`config.mk`:
```
export PLATFORM = sky130hd
export DESIGN_NAME = commit_ctrl_flat
export DESIGN_NICKNAME = d
export VERILOG_FILES = /design/src/rtl/commit_ctrl_pkg.sv /design/src/rtl/commit_ctrl_if.sv /design/src/rtl/commit_ctrl.sv /design/src/flat_wrapper.sv
export SDC_FILE = /design/constraint.sdc
export NUM_CORES = 1
export LEC_CHECK = 0
export CAP_MARGIN = 20
export CORE_ASPECT_RATIO = 1.4
export CORE_MARGIN = 3
export CORE_UTILIZATION = 41
export DETAILED_ROUTE_END_ITERATION = 8
export PLACE_DENSITY = 0.8
export SLEW_MARGIN = 20
export SYNTH_ARGS = -nofsm -noshare
export SYNTH_HDL_FRONTEND = slang
export SYNTH_SLANG_ARGS = --single-unit
export TNS_END_PERCENT = 5
```
`constraint.sdc`:
```
create_clock -name clk_in -period 5.81 [get_ports clk_in]
set_clock_uncertainty 0.15 [all_clocks]
set_input_delay 1.4525 -clock clk_in [delete_from_list [all_inputs] [get_ports clk_in]]
set_output_delay 1.4525 -clock clk_in [all_outputs]
set_load 0.1 [all_outputs]
```
`src/rtl/commit_ctrl_pkg.sv`:
```
// Shared defines header for the commit stage: ROB id width and 2-bit FSM encodings.
// Optional retired-instruction counter is enabled by defining COMMIT_CNT_EN.
`ifndef ROB_WIDTH
`define ROB_WIDTH 4
`endif
`ifndef COMMIT_ST_RUN
`define COMMIT_ST_RUN        2'd0
`define COMMIT_ST_STORE_WAIT 2'd1
`define COMMIT_ST_FLUSH      2'd2
`define COMMIT_ST_HALT       2'd3
`endif

package commit_ctrl_pkg;

  typedef enum logic [1:0] {
    ST_RUN        = `COMMIT_ST_RUN,
    ST_STORE_WAIT = `COMMIT_ST_STORE_WAIT,
    ST_FLUSH      = `COMMIT_ST_FLUSH,
    ST_HALT       = `COMMIT_ST_HALT
  } state_t;

endpackage

```
`src/rtl/commit_ctrl_if.sv`:
```
// ROB-head / commit bus between the reorder buffer side (master) and commit_ctrl (slave).
`ifndef ROB_WIDTH
`define ROB_WIDTH 4
`endif

interface commit_ctrl_if;
  logic                  head_valid;
  logic                  head_done;
  logic [`ROB_WIDTH-1:0] head_rob_id;
  logic [4:0]            head_rd;
  logic [31:0]           head_val;
  logic                  head_is_store;
  logic                  head_is_halt;
  logic                  head_mispredict;
  logic [31:0]           head_target_pc;
  logic                  head_pop;
  logic                  store_req;
  logic                  store_ack;
  logic                  commit_ready;
  logic [4:0]            commit_reg_id;
  logic [31:0]           commit_val;
  logic [`ROB_WIDTH-1:0] commit_rob_id;
  logic                  clear;
  logic                  redirect_valid;
  logic [31:0]           redirect_pc;
  logic                  halted;

  modport master (
    output head_valid, head_done, head_rob_id, head_rd, head_val, head_is_store,
           head_is_halt, head_mispredict, head_target_pc, store_ack,
    input  head_pop, store_req, commit_ready, commit_reg_id, commit_val,
           commit_rob_id, clear, redirect_valid, redirect_pc, halted
  );

  modport slave (
    input  head_valid, head_done, head_rob_id, head_rd, head_val, head_is_store,
           head_is_halt, head_mispredict, head_target_pc, store_ack,
    output head_pop, store_req, commit_ready, commit_reg_id, commit_val,
           commit_rob_id, clear, redirect_valid, redirect_pc, halted
  );
endinterface

```
`src/rtl/commit_ctrl.sv`:
```
// In-order commit controller: retires the ROB head, sequences stores, flushes on mispredict, halts.
// Define COMMIT_CNT_EN to add the retired_cnt output.
module commit_ctrl #(
  parameter int unsigned FLUSH_CYCLES = 2
) (
  input  logic          clk_in,
  input  logic          rst_n_in,
  input  logic          rdy_in,
  commit_ctrl_if.slave  bus
`ifdef COMMIT_CNT_EN
  ,
  output logic [31:0]   retired_cnt
`endif
);
  import commit_ctrl_pkg::*;

  localparam logic [3:0] FLUSH_INIT = 4'(FLUSH_CYCLES);

  state_t     state, state_nxt;
  logic [3:0] flush_cnt;
  logic       pop_c;
  logic       redir_c;
  logic [4:0] pop_rd_c;

  always_comb begin
    state_nxt = state;
    pop_c     = 1'b0;
    redir_c   = 1'b0;
    pop_rd_c  = bus.head_rd;
    if (rdy_in) begin
      unique case (state)
        ST_RUN: begin
          if (bus.head_valid && bus.head_done) begin
            if (bus.head_is_store) begin
              state_nxt = ST_STORE_WAIT;
            end else begin
              pop_c = 1'b1;
              // halt outranks mispredict: no flush, no redirect
              if (bus.head_is_halt) begin
                state_nxt = ST_HALT;
              end else if (bus.head_mispredict) begin
                state_nxt = ST_FLUSH;
                redir_c   = 1'b1;
              end
            end
          end
        end
        ST_STORE_WAIT: begin
          if (bus.store_ack) begin
            pop_c     = 1'b1;
            pop_rd_c  = '0;
            state_nxt = ST_RUN;
          end
        end
        ST_FLUSH: begin
          if (flush_cnt <= 4'd1) state_nxt = ST_RUN;
        end
        ST_HALT: state_nxt = ST_HALT;
        default: state_nxt = ST_RUN;
      endcase
    end
  end

  assign bus.head_pop = pop_c;

  always_ff @(posedge clk_in or negedge rst_n_in) begin
    if (!rst_n_in) begin
      state     <= ST_RUN;
      flush_cnt <= '0;
    end else if (rdy_in) begin
      state <= state_nxt;
      // flush_cnt holds the number of clear cycles still to run, including the current one
      if (state != ST_FLUSH && state_nxt == ST_FLUSH) flush_cnt <= FLUSH_INIT;
      else if (state == ST_FLUSH)                    flush_cnt <= flush_cnt - 4'd1;
    end
  end

  always_ff @(posedge clk_in or negedge rst_n_in) begin
    if (!rst_n_in) begin
      bus.commit_ready   <= 1'b0;
      bus.commit_reg_id  <= '0;
      bus.commit_val     <= '0;
      bus.commit_rob_id  <= '0;
      bus.clear          <= 1'b0;
      bus.redirect_valid <= 1'b0;
      bus.redirect_pc    <= '0;
      bus.store_req      <= 1'b0;
      bus.halted         <= 1'b0;
    end else if (rdy_in) begin
      bus.commit_ready   <= pop_c;
      if (pop_c) begin
        bus.commit_reg_id <= pop_rd_c;
        bus.commit_val    <= bus.head_val;
        bus.commit_rob_id <= bus.head_rob_id;
      end
      bus.clear          <= (state_nxt == ST_FLUSH);
      bus.redirect_valid <= redir_c;
      if (redir_c) bus.redirect_pc <= bus.head_target_pc;
      bus.store_req      <= (state_nxt == ST_STORE_WAIT);
      bus.halted         <= (state_nxt == ST_HALT);
    end
  end

`ifdef COMMIT_CNT_EN
  always_ff @(posedge clk_in or negedge rst_n_in) begin
    if (!rst_n_in)            retired_cnt <= '0;
    else if (rdy_in && pop_c) retired_cnt <= retired_cnt + 32'd1;
  end
`endif

endmodule
```
`src/flat_wrapper.sv`:
```
// flat-port wrapper written by rule: the top's interface ports become plain ports
module commit_ctrl_flat import commit_ctrl_pkg::*;
#(
  parameter int unsigned FLUSH_CYCLES = 2
)
  (clk_in, rst_n_in, rdy_in, bus_head_valid, bus_head_done, bus_head_rob_id, bus_head_rd, bus_head_val, bus_head_is_store, bus_head_is_halt, bus_head_mispredict, bus_head_target_pc, bus_store_ack, bus_head_pop, bus_store_req, bus_commit_ready, bus_commit_reg_id, bus_commit_val, bus_commit_rob_id, bus_clear, bus_redirect_valid, bus_redirect_pc, bus_halted);
  commit_ctrl_if bus_i ();
  input  logic clk_in;
  input  logic rst_n_in;
  input  logic rdy_in;
  input wire logic [$bits(bus_i.head_valid)-1:0] bus_head_valid;
  input wire logic [$bits(bus_i.head_done)-1:0] bus_head_done;
  input wire logic [$bits(bus_i.head_rob_id)-1:0] bus_head_rob_id;
  input wire logic [$bits(bus_i.head_rd)-1:0] bus_head_rd;
  input wire logic [$bits(bus_i.head_val)-1:0] bus_head_val;
  input wire logic [$bits(bus_i.head_is_store)-1:0] bus_head_is_store;
  input wire logic [$bits(bus_i.head_is_halt)-1:0] bus_head_is_halt;
  input wire logic [$bits(bus_i.head_mispredict)-1:0] bus_head_mispredict;
  input wire logic [$bits(bus_i.head_target_pc)-1:0] bus_head_target_pc;
  input wire logic [$bits(bus_i.store_ack)-1:0] bus_store_ack;
  output wire logic [$bits(bus_i.head_pop)-1:0] bus_head_pop;
  output wire logic [$bits(bus_i.store_req)-1:0] bus_store_req;
  output wire logic [$bits(bus_i.commit_ready)-1:0] bus_commit_ready;
  output wire logic [$bits(bus_i.commit_reg_id)-1:0] bus_commit_reg_id;
  output wire logic [$bits(bus_i.commit_val)-1:0] bus_commit_val;
  output wire logic [$bits(bus_i.commit_rob_id)-1:0] bus_commit_rob_id;
  output wire logic [$bits(bus_i.clear)-1:0] bus_clear;
  output wire logic [$bits(bus_i.redirect_valid)-1:0] bus_redirect_valid;
  output wire logic [$bits(bus_i.redirect_pc)-1:0] bus_redirect_pc;
  output wire logic [$bits(bus_i.halted)-1:0] bus_halted;
  assign bus_i.head_valid = bus_head_valid;
  assign bus_i.head_done = bus_head_done;
  assign bus_i.head_rob_id = bus_head_rob_id;
  assign bus_i.head_rd = bus_head_rd;
  assign bus_i.head_val = bus_head_val;
  assign bus_i.head_is_store = bus_head_is_store;
  assign bus_i.head_is_halt = bus_head_is_halt;
  assign bus_i.head_mispredict = bus_head_mispredict;
  assign bus_i.head_target_pc = bus_head_target_pc;
  assign bus_i.store_ack = bus_store_ack;
  assign bus_head_pop = bus_i.head_pop;
  assign bus_store_req = bus_i.store_req;
  assign bus_commit_ready = bus_i.commit_ready;
  assign bus_commit_reg_id = bus_i.commit_reg_id;
  assign bus_commit_val = bus_i.commit_val;
  assign bus_commit_rob_id = bus_i.commit_rob_id;
  assign bus_clear = bus_i.clear;
  assign bus_redirect_valid = bus_i.redirect_valid;
  assign bus_redirect_pc = bus_i.redirect_pc;
  assign bus_halted = bus_i.halted;
  commit_ctrl #(.FLUSH_CYCLES(FLUSH_CYCLES)) u_core (.clk_in(clk_in), .rst_n_in(rst_n_in), .rdy_in(rdy_in), .bus(bus_i));
endmodule
```
==> flow_metrics.py <==
metrics = {
    "outcome": {
        "status": "completed",
    },
    "critical_path": {
        "crit_chain": "clkdlybuf4s50_1 -> nand3b_4 -> nor3_4 -> o21ai_4 -> inv_1 -> buf_4",
        "worst_r2r_path_depth": 4,
        "criticalPathCategory": "input port to output port",
        "path_max_fanout": 7,
        "rrSetupSlack_ps": 3170,
        "worst_path_largest_cell_delay_ps": 510,
        "crit_family": "buffers and inverters",
        "crit_path_top_delay_cell": "clkdlybuf4s50_1",
        "cp_data_required_time_ps": 4210,
        "critPathArrivalTime_ps": 2810,
        "path_depth": 6,
        "crit_buf_inv": 3,
        "end_kind": "output port",
        "cp-start-kind": "input port",
    },
    "global_route": {
        "antenna_found_initial": 0,
        "grt_pass1_wl_um": 13000,
        "grt_max_degree": 85,
        "grt_remaining_overflow": 0,
        "grt_pass1_vias": 2536,
        "grt.total_usage_pct": 17.2,
    },
    "die": {
        "die_x_um": 84.1,
        "die_y_um": 115,
        "dieArea_sq_um": 9700,
        "rows": 39,
        "pin_count": 161,
        "core_sq_um": 8250,
        "initial_core_util_pct": 42.5,
    },
    "timing": {
        "min_period_over_period_pct": 76.0,
        "tightest_slew_ps": 1060,
        "maxSlewViolCount": 0,
        "rsz0062_at_grt": "no",
        "max_freq_mhz": 226,
        "maxSlewHeadroom_pct": 29.4,
        "period_minus_slack_ps": 4420,
        "fin_hold_ws_ps": 329,
        "fin_setup_tns_ps": 0,
        "timing_hold_violations_final": 0,
        "setup_viol": 0,
    },
    "detailed_routing": {
        "via_count": 2378,
        "firstDrtPassIters": 4,
        "drtIter0Drc": 74,
        "ant_nets": 0,
        "viasPerCell": 4.88,
        "drc": 0,
        "wirelength_um": 8260,
        "wire_per_inst_um": 17.0,
    },
    "layout": {
        "drive_gt1_share_pct": 15.3,
        "utilization_pct": 66.1,
        "n_antenna_cell": 0,
        "final_cell_area_sq_um": 5450,
        "syn2layout_area_growth_pct": 55.7,
        "final_nets": 464,
    },
    "placed_design": {
        "portBuffers": 160,
        "finalWeightedCongestion": 0.704,
        "dp_hpwl_um": 5870,
        "place_area_sq_um": 5120,
    },
    "clocking": {
        "clkTransAtPathRegs_ps": 60,
        "clk_latency_ps": 330,
        "htreeDepth": 3,
        "cts_setup_buffers": 0,
        "cts_inserted_buffers": 9,
        "cts_root_buffer": "clkbuf_16",
        "hold_buffers": 0,
        "cts_tree": "yes",
        "cts_buffer_depth": 2,
        "cts_sinks": 84,
        "cts_resized": 0,
    },
    "synthesis": {
        "synth_edf_count": 0,
        "syn_inst": 218,
        "synthTopCellsByArea": "dfrtp_1, mux2_4, mux2_1",
        "syn_area_sq_um": 3500,
        "yosysTopAreaCellShare_pct": 60.0,
        "synth_warnings": 0,
        "ys_types": 38,
        "ys_ff_latch": 84,
        "postSynthAreaPerCell_sq_um": 16.1,
        "synth_top_area_cell": "dfrtp_1",
        "synthArstFlopShare_pct": 100,
        "syn_nets": 302,
        "ys.flop_type": "dfrtp_1",
        "yosysSeqAreaShare_pct": 60.0,
    },
    "worst_hold_path": {
        "whs_path_depth": 1,
        "hp-class": "flop to flop",
    },
    "run": {
        "maxCapViolCount": 0,
    },
}
stage by stage:
stage	setup slack [ps]	instances
after floorplan	1550	218
after global placement	1440	471
after detailed placement	1400	471
after CTS	1400	487
after global routing	1330	487
final	1390	487
placed cells by master (no fill, tap or decap), types with 2 or more instances in the layout:
cell type	netlist	layout
clkdlybuf4s50_1	0	158
dfrtp_1	84	84
mux2_1	33	33
mux2_4	29	29
clkbuf_16	0	9
a21o_1	8	8
inv_1	7	7
mux2_2	6	6
and4_1	5	5
nor2_1	4	4
a22o_1	3	3
nor2b_1	2	2
nand2_1	2	2
and3_1	2	2
o21ai_0	2	2
ha_1	2	2
clkinvlp_4	0	2
inv_6	0	2
bufinv_16	0	2
buf_4	4	2
metal layers:
metal,GRT usage (%),wire [um]
met3,5.02,504
met2,30.4,4380
met4,6.65,146
met5,0,0
met1,19.7,3230
path summary, 6_finish.rpt:
check                                                        startpoint                                      end
min in group asynchronous                                      rst_n_in   u_core.bus.redirect_pc[10]$_DFFE_PN0P_
worst max register to register              u_core.state[0]$_DFFE_PN0P_   u_core.bus.redirect_pc[20]$_DFFE_PN0P_
worst max-delay path                                     bus_head_valid                             bus_head_pop
worst min register to register  u_core.bus.commit_reg_id[2]$_DFFE_PN0P_  u_core.bus.commit_reg_id[2]$_DFFE_PN0P_
max in group asynchronous                                      rst_n_in    u_core.bus.commit_val[16]$_DFFE_PN0P_
worst min-delay path            u_core.bus.commit_reg_id[2]$_DFFE_PN0P_  u_core.bus.commit_reg_id[2]$_DFFE_PN0P_
cell type report:
class / count / area, sq um
Fill cell: 632 / 2800
Sequential cell: 84 / 2100
Timing Repair Buffer: 161 / 1610
Multi-Input combinational cell: 117 / 1260
Clock buffer: 9 / 225
Tap cell: 102 / 128
Clock inverter: 7 / 97.6
Inverter: 7 / 26.3
cells by family after synthesis:
family	synth area share (%)
fa+ha+maj	0.715
compound gates	4.93
mux	25.3
buf+inv	3.90
flops	60.0
simple gates	5.15
worst register-to-register path, stage by stage, from the launching register on:
cell and delay [ps]:
dfrtp_1 430, nand3b_4 200, nor3_4 280, and4b_2 1020
mux2_2 440
synthesized netlist by cell type (2+ instances only):
cell type	number
ha_1	2
buf_12	3
mux2_1	33
and4_1	5
buf_4	4
a21o_1	8
dfrtp_1	84
and3_1	2
o21ai_0	2
mux2_2	6
nand2_1	2
a22o_1	3
inv_1	7
nor2b_1	2
mux2_4	29
nor2_1	4
state kept, by name (all words and copies together), names as in the netlist:
name                       cells
u_core.bus.store_req           1
u_core.bus.commit_ready        1
u_core.bus.redirect_pc        32
u_core.bus.commit_rob_id       4
u_core.bus.commit_reg_id       5
u_core.bus.clear               1
u_core.bus.commit_val         32
u_core.bus.halted              1
u_core.state                   2
u_core.bus.redirect_valid      1
u_core.flush_cnt               4
Power is left out: the tool's default activity adds up to more than one toggle a clock period on the data nets, which glitch-free logic cannot reach.
